File: config.mk
export PLATFORM = sky130hd
export DESIGN_NAME = bcd_digit_sequencer_flat
export DESIGN_NICKNAME = d
export VERILOG_FILES = /design/src/rtl/bcd_digit_sequencer_if.sv /design/src/rtl/bcd_digit_sequencer.sv /design/src/flat_wrapper.sv
export SDC_FILE = /design/constraint.sdc
export NUM_CORES = 1
export LEC_CHECK = 0
export CAP_MARGIN = 30
export CORE_UTILIZATION = 45
export CTS_CLUSTER_DIAMETER = 80
export DETAILED_ROUTE_END_ITERATION = 10
export GPL_TIMING_DRIVEN = 1
export PLACE_DENSITY = 0.87
export SLEW_MARGIN = 20
export SYNTH_ARGS = -nofsm -noshare
export SYNTH_HDL_FRONTEND = slang
export SYNTH_SLANG_ARGS = --single-unit
File: constraint.sdc
create_clock -name clk -period 2.09 [get_ports clk]
set_input_delay 0.3135 -clock clk [delete_from_list [all_inputs] [get_ports clk]]
set_output_delay 0.3135 -clock clk [all_outputs]
set_load 0.01 [all_outputs]
File: src/rtl/bcd_digit_sequencer_if.sv
// Handshake and converter bus for bcd_digit_sequencer.
// The slave modport is the sequencer side. The master modport is the producer/consumer/converter side.
interface bcd_digit_sequencer_if #(
    parameter int DIGITS = 4
);
    logic                  in_valid;
    logic                  in_ready;
    logic [4*DIGITS-1:0]   in_data;
    logic [3:0]            conv_in;
    logic [3:0]            conv_out;
    logic                  out_valid;
    logic                  out_ready;
    logic [4*DIGITS-1:0]   out_data;
    logic                  out_err;

    modport slave (
        input  in_valid, in_data, conv_out, out_ready,
        output in_ready, conv_in, out_valid, out_data, out_err
    );

    modport master (
        output in_valid, in_data, conv_out, out_ready,
        input  in_ready, conv_in, out_valid, out_data, out_err
    );
endinterface

File: src/rtl/bcd_digit_sequencer.sv
// Time-shares one combinational nibble converter across a DIGITS-nibble word, LSB first.
// Optional range check (nibble > 9 -> 4'hF and sticky error) is enabled by defining BCD_SEQ_ERRCHK_EN.
module bcd_digit_sequencer #(
    parameter int DIGITS = 4
) (
    input  logic                  clk,
    input  logic                  rst,
    bcd_digit_sequencer_if.slave  bus,
    output logic                  busy
);
    localparam int IW = (DIGITS > 1) ? $clog2(DIGITS) : 1;
    localparam logic [IW-1:0] LAST = IW'(DIGITS - 1);

    typedef enum logic [1:0] {S_IDLE, S_CONV, S_DONE} state_e;

    state_e                 state_q, state_d;
    logic [IW-1:0]          idx_q, idx_d;
    logic [DIGITS-1:0][3:0] buf_q, buf_d;
    logic [DIGITS-1:0][3:0] res_q, res_d;
    logic                   accept, last;
    logic [3:0]             cur_nib, res_nib;

    assign accept  = (state_q == S_IDLE) && bus.in_valid;
    assign last    = (idx_q == LAST);
    assign cur_nib = buf_q[idx_q];

`ifdef BCD_SEQ_ERRCHK_EN
    logic err_q, err_d, nib_bad;

    // The converter result is discarded for out-of-range digits.
    assign nib_bad = (cur_nib > 4'd9);
    assign res_nib = nib_bad ? 4'hF : bus.conv_out;

    always_comb begin
        err_d = err_q;
        if (accept)
            err_d = 1'b0;
        else if (state_q == S_CONV)
            err_d = err_q | nib_bad;
    end

    always_ff @(posedge clk) begin
        if (rst) err_q <= 1'b0;
        else     err_q <= err_d;
    end

    assign bus.out_err = err_q && (state_q == S_DONE);
`else
    assign res_nib     = bus.conv_out;
    assign bus.out_err = 1'b0;
`endif

    // State register
    always_ff @(posedge clk) begin
        if (rst) state_q <= S_IDLE;
        else     state_q <= state_d;
    end

    // Next-state logic
    always_comb begin
        state_d = state_q;
        case (state_q)
            S_IDLE:  if (bus.in_valid) state_d = S_CONV;
            S_CONV:  if (last)         state_d = S_DONE;
            S_DONE:  if (bus.out_ready) state_d = S_IDLE;
            default: state_d = S_IDLE;
        endcase
    end

    // Outputs decode from registered state only.
    // conv_in therefore has no combinational path from in_data or out_ready.
    always_comb begin
        bus.in_ready  = (state_q == S_IDLE);
        bus.out_valid = (state_q == S_DONE);
        busy          = (state_q != S_IDLE);
        bus.conv_in   = (state_q == S_CONV) ? cur_nib : 4'h0;
        bus.out_data  = res_q;
    end

    always_comb begin
        idx_d = idx_q;
        buf_d = buf_q;
        res_d = res_q;
        if (accept) begin
            buf_d = bus.in_data;
            res_d = '0;
            idx_d = '0;
        end else if (state_q == S_CONV) begin
            res_d[idx_q] = res_nib;
            if (!last) idx_d = idx_q + 1'b1;
        end
    end

    always_ff @(posedge clk) begin
        if (rst) begin
            idx_q <= '0;
            buf_q <= '0;
            res_q <= '0;
        end else begin
            idx_q <= idx_d;
            buf_q <= buf_d;
            res_q <= res_d;
        end
    end
endmodule

File: src/flat_wrapper.sv
// flat-port wrapper written by rule: the top's interface ports become plain ports
module bcd_digit_sequencer_flat 
#(
    parameter int DIGITS = 4
)
  (clk, rst, busy, bus_in_valid, bus_in_data, bus_conv_out, bus_out_ready, bus_in_ready, bus_conv_in, bus_out_valid, bus_out_data, bus_out_err);
  bcd_digit_sequencer_if #(.DIGITS(DIGITS)) bus_i ();
  input  logic clk;
  input  logic rst;
  output logic busy;
  input wire logic [$bits(bus_i.in_valid)-1:0] bus_in_valid;
  input wire logic [$bits(bus_i.in_data)-1:0] bus_in_data;
  input wire logic [$bits(bus_i.conv_out)-1:0] bus_conv_out;
  input wire logic [$bits(bus_i.out_ready)-1:0] bus_out_ready;
  output wire logic [$bits(bus_i.in_ready)-1:0] bus_in_ready;
  output wire logic [$bits(bus_i.conv_in)-1:0] bus_conv_in;
  output wire logic [$bits(bus_i.out_valid)-1:0] bus_out_valid;
  output wire logic [$bits(bus_i.out_data)-1:0] bus_out_data;
  output wire logic [$bits(bus_i.out_err)-1:0] bus_out_err;
  assign bus_i.in_valid = bus_in_valid;
  assign bus_i.in_data = bus_in_data;
  assign bus_i.conv_out = bus_conv_out;
  assign bus_i.out_ready = bus_out_ready;
  assign bus_in_ready = bus_i.in_ready;
  assign bus_conv_in = bus_i.conv_in;
  assign bus_out_valid = bus_i.out_valid;
  assign bus_out_data = bus_i.out_data;
  assign bus_out_err = bus_i.out_err;
  bcd_digit_sequencer #(.DIGITS(DIGITS)) u_core (.clk(clk), .rst(rst), .bus(bus_i), .busy(busy));
endmodule
### Word-level counts from Yosys, hierarchy flattened

Index checks and enable logic that the tools add are counted.

* equal/unequal tests: 6
* $lt $le $gt $ge: 2
* multiplexer cells: 10
* $add $sub $neg: 1
* bitwise operators: 1
* reductions and logical operators: 7

Operator list (number)
* $bwmux W16: 1
* $mux W4: 3
* $bmux W4 S2: 1
* $demux W4 S2: 1
* $mux W2: 3
* $pmux W2 S3: 1
* $eq A2 B2 Y1 const B: 2
* $ne A2 B2 Y1 const B: 2
* $lt A2 B3 Y1 const B: 1
* $reduce_and A3 Y1: 1
* $add A2 B1 Y2 const B: 1
* $eq A2 B1 Y1 const B: 1
* $ge A2 B1 Y1 const B: 1
* $logic_and A1 B1 Y1: 2
* $logic_not A2 Y1: 1
* $ne A2 B1 Y1 const B: 1
* $reduce_and A2 Y1: 1
* $reduce_bool A2 Y1: 1
* $reduce_or A2 Y1: 1
* $not A1 Y1: 1

* logic and storage cells: 37
* register bits: 36
* bits of input ports: 24
* output and inout port bits: 24

### Depth between registers and ports, before layout

* depth after elaboration: 5
* mapped depth: 6
* gate-level depth less buffers: 5

### Worst setup path before layout

Ideal clock, no wire load.

* kind: flip-flop to output port
* from: reg u_core.idx_q[0]
* to: out bus_conv_in[0]
* setup slack: 0.593 ns
* buffers on the path: 1
* data arrival time: 1.183 ns
* cell stages (with the launch flop): 4
* required time: 1.776 ns
* path through: dfxtp_1 buf_2 mux4_2 nor2b_1

* longest elaborated chain between the ends: 3

Ends and longest elaborated chain
* start, declared: RTL line bcd_digit_sequencer.sv:17 `logic [IW-1:0] idx_q, idx_d;`
* start signal, assigned: RTL line bcd_digit_sequencer.sv:100 `idx_q <= idx_d;`
* $bmux W4 S2: RTL line bcd_digit_sequencer.sv:25 `assign cur_nib = buf_q[idx_q];`
* $mux W4 (implied by the code): RTL line bcd_digit_sequencer.sv:25
* $mux W4: RTL line bcd_digit_sequencer.sv:76 `bus.conv_in = (state_q == S_CONV) ? cur_nib : 4'h0;`
* end, declared: RTL line flat_wrapper.sv:16 `output wire logic [$bits(bus_i.conv_in)-1:0] bus_conv_in;`

Every way passes these cells. The select of a mux whose other input is x is not followed.

### Worst setup path after layout

* from: reg u_core.idx_q[0]
* to: out bus_conv_in[1]

Same word-level chain as after synthesis.

==> summary.md <==
| Metric | Value |
|---|---|
| Status | `finished clean` |
| VDD IR max | `0.460 mV` |
| CP startpoint kind | `flip-flop` |
| Reg clk slew, reported paths | `110 ps` |
| Hold Path Class | `reg2reg` |
| FF-to-FF setup slack | `570 ps` |
| Hold Crit Endpoint | `u_core.buf_q[13]$_SDFFE_PP0P_` |
| R2R Path End | `u_core.bus.out_data[14]$_SDFFE_PP0P_` |
| CP Class | `reg2out` |
| Die W | `61.0 um` |
| Post-route minimum period | `1970 ps` |
| Commonest cells in the netlist | `dfxtp_1, nand2_1, a21oi_1, nor2_1, mux2i_1` |
| Delay-heaviest family, CP | `multiplexers` |
| Pre-CTS WS | `139 ps` |
| GRT Util Overall | `20.0%` |
| CORE AREA | `3340 sq um` |
| Post-route setup TNS | `0 ps` |
| Worst setup EP type | `output pin` |
| First-pass GRT wire length | `5.19 mm` |
| Die Area | `3720 sq um` |
| Top-area cell type share of the netlist area | `46.1%` |
| Initial DRC count | `57` |
| Wire length on met2 | `1.57 mm` |
| Reg2Reg Depth | `4` |
| Hold Path Stages | `2` |
| Largest net degree at the start of global routing | `19` |
| Layout Area Growth over Synthesis | `33.8%` |
| R2r startpoint | `u_core.idx_q[1]$_SDFFE_PP0P_` |
| CTS sink cnt | `36` |
| CTS tree | `built` |
| Slowest CP cell | `mux4_2` |
| Vias per cell | `4.75` |
| Nets | `240` |
| Crit-path cells | `mux4_2, nor2b_1, dlygate4sd2_1` |
| Max Root-Sink Buffers | `2` |
| Top Metal Used | `met4` |
| Sequential share of the synthesized area | `46.1%` |
| DRT met1 WL | `1.47 mm` |
| Crit path buf inv count | `1` |
| Layout Cells excl Fill | `259` |
| Synthesized Nets | `192` |
| Initial core utilization | `46.9%` |
| Cell area after layout | `2090 sq um` |
| Synthesis warning total | `0` |
| Hpwl dp | `2.34 mm` |
| Dpl cell area | `2030 sq um` |
| Fmax | `508 MHz` |
| Final wirelength | `3.23 mm` |
| WP data arrival | `1660 ps` |
| Synth area leaders | `dfxtp_1, mux2i_1, nand2_1, a21oi_1, mux4_2` |
| Endpoints failing hold | `0` |
| RSZ-0062 raised after global routing | `false` |
| Clock skew | `13.3 ps` |
| Routed WL per cell | `12.5 um` |
| Final WS setup | `120 ps` |
| Final setup viols | `0` |
| EDFF count, synth | `0` |
| Via count | `1230` |
| Synth unique cells | `26` |
| TritonRoute pass-1 iters | `4` |
| Top-count cell post-synth | `dfxtp_1` |
| DRC | `0` |
| #FFs+latches synth | `36` |
| Cells after DPL | `250` |
| Post-Syn Instances | `164` |
| CTS root buffer | `clkbuf_4` |
| Tightest hold margin | `462 ps` |
| Main synth FF type | `dfxtp_1` |
| Gr ovfl total | `0` |
| Final GP Congestion | `0.738` |
| Synth Cell Area | `1560 sq um` |
| Power per cell area | `627 nW/um^2` |
| Total CTS buffers | `5` |
| Leakage | `0.886 nW` |
| Std cell rows | `21` |
| Vias in the first global route | `1110` |
| Syn Area/Cell | `9.54 sq um` |
| Crit-path max FO | `5` |
| Final critical-path share of the clock period | `94.3%` |
| Die Y | `61.0 um` |
| Synth area leader | `dfxtp_1` |
| H-tree levels | `2` |
| WL met3 | `144 um` |
| Worst hold path startpoint | `u_core.buf_q[13]$_SDFFE_PP0P_` |
| Port bufs | `46` |
| Ys async rst share | `0%` |
| Inserted Diodes | `0` |
| Worst-skew pair later-pin latency | `350 ps` |
| Share of layout cells above drive strength 1 | `9.86%` |
| Initial antenna violation count | `0` |
| CP peak stage delay | `490 ps` |
| # IOs | `48` |
| Routed Antenna Nets | `0` |
| Fin. max-slew vios | `0` |
| CP required | `1780 ps` |
| Max-cap violations | `0` |
## flip-flops by register name (all words and copies together), names as in the netlist
signal,flops
u_core.buf_q,16
u_core.bus.out_data,16
u_core.idx_q,2
u_core.state_q,2
## stage by stage
stage          util, %  power [W]
2_1_floorplan        -   0.000855
3_3_place_gp      60.8   0.000927
3_5_place_dp      60.8   0.000932
4_1_cts           62.9    0.00132
5_1_grt           62.7    0.00137
6_report          62.7    0.00131
## cells by family after synthesis
| group | Yosys count | synth area share, % |
|---|---|---|
| AO/OA/AOI/OAI | 19 | 6.08 |
| XOR/XNOR | 1 | 0.560 |
| adder cells (fa/ha/maj) | 4 | 3.20 |
| AND/OR/NAND/NOR | 67 | 20.4 |
| buffers and inverters | 15 | 6.80 |
| flip-flops | 36 | 46.1 |
| multiplexers | 21 | 16.6 |
| other | 1 | 0.240 |
## layer usage
| metal | up-vias | global-route usage (%) |
|---|---|---|
| met1 | 563 | 25.9 |
| li1 | 634 | - |
| met2 | 28 | 31.6 |
| met4 | 0 | 6.82 |
| met3 | 5 | 6.40 |
| met5 | - | 0 |
## cell type report
class / instances / area (sq um)
timing repair buffer: 52 / 497
clock buffer: 7 / 55.1
clock inverter: 1 / 7.51
sequential: 36 / 724
fill: 290 / 1240
inverter: 4 / 15.0
multi-input combinational: 113 / 737
tap: 46 / 57.6
## cell usage in the layout, fill, tap and decap left out, drive strengths merged
master         count
ha                 4
nor2b              5
nor2              18
dlygate4sd2        3
dfxtp             36
a21oi             18
mux4               4
or3b               1
clkinvlp           1
clkdlybuf4s50     42
nor3b              2
clkbuf             8
mux2i             17
inv                4
nand3b             4
nand2             33
conb               1
o21ai              1
nand2b             3
nor3               1
xnor2              1
buf                6
## worst max-delay path by stage
stage	from	end	slack [ps]	depth (start not counted)
after global placement	u_core.idx_q[0]$_SDFFE_PP0P_	bus_conv_in[3]	160	3
after CTS	u_core.idx_q[0]$_SDFFE_PP0P_	bus_conv_in[3]	50	4
after detailed placement	u_core.idx_q[0]$_SDFFE_PP0P_	bus_conv_in[3]	140	3
after global routing	u_core.idx_q[0]$_SDFFE_PP0P_	bus_conv_in[1]	30	3
final	u_core.idx_q[0]$_SDFFE_PP0P_	bus_conv_in[1]	120	3
after floorplan	u_core.idx_q[0]$_SDFFE_PP0P_	bus_conv_in[0]	590	3
## worst register-to-register path, cell delays in order, from the launching register on
cell      delay [ps]
dfxtp_1          520
ha_1             280
nand3b_1         310
mux2i_1          240
nor2_1            60
## power by group
part           switching (W)  internal, W
combinational      0.0000810     0.000106
sequential         0.0000184     0.000711
clock               0.000231     0.000165
## timing repair
action	4_1_cts	5_1_grt
setup endpoints to repair	4	1
buffers inserted	1	0
hold buffers	0	0
gates resized for setup	7	1
No activity file was read; power rests on OpenSTA's default activity.
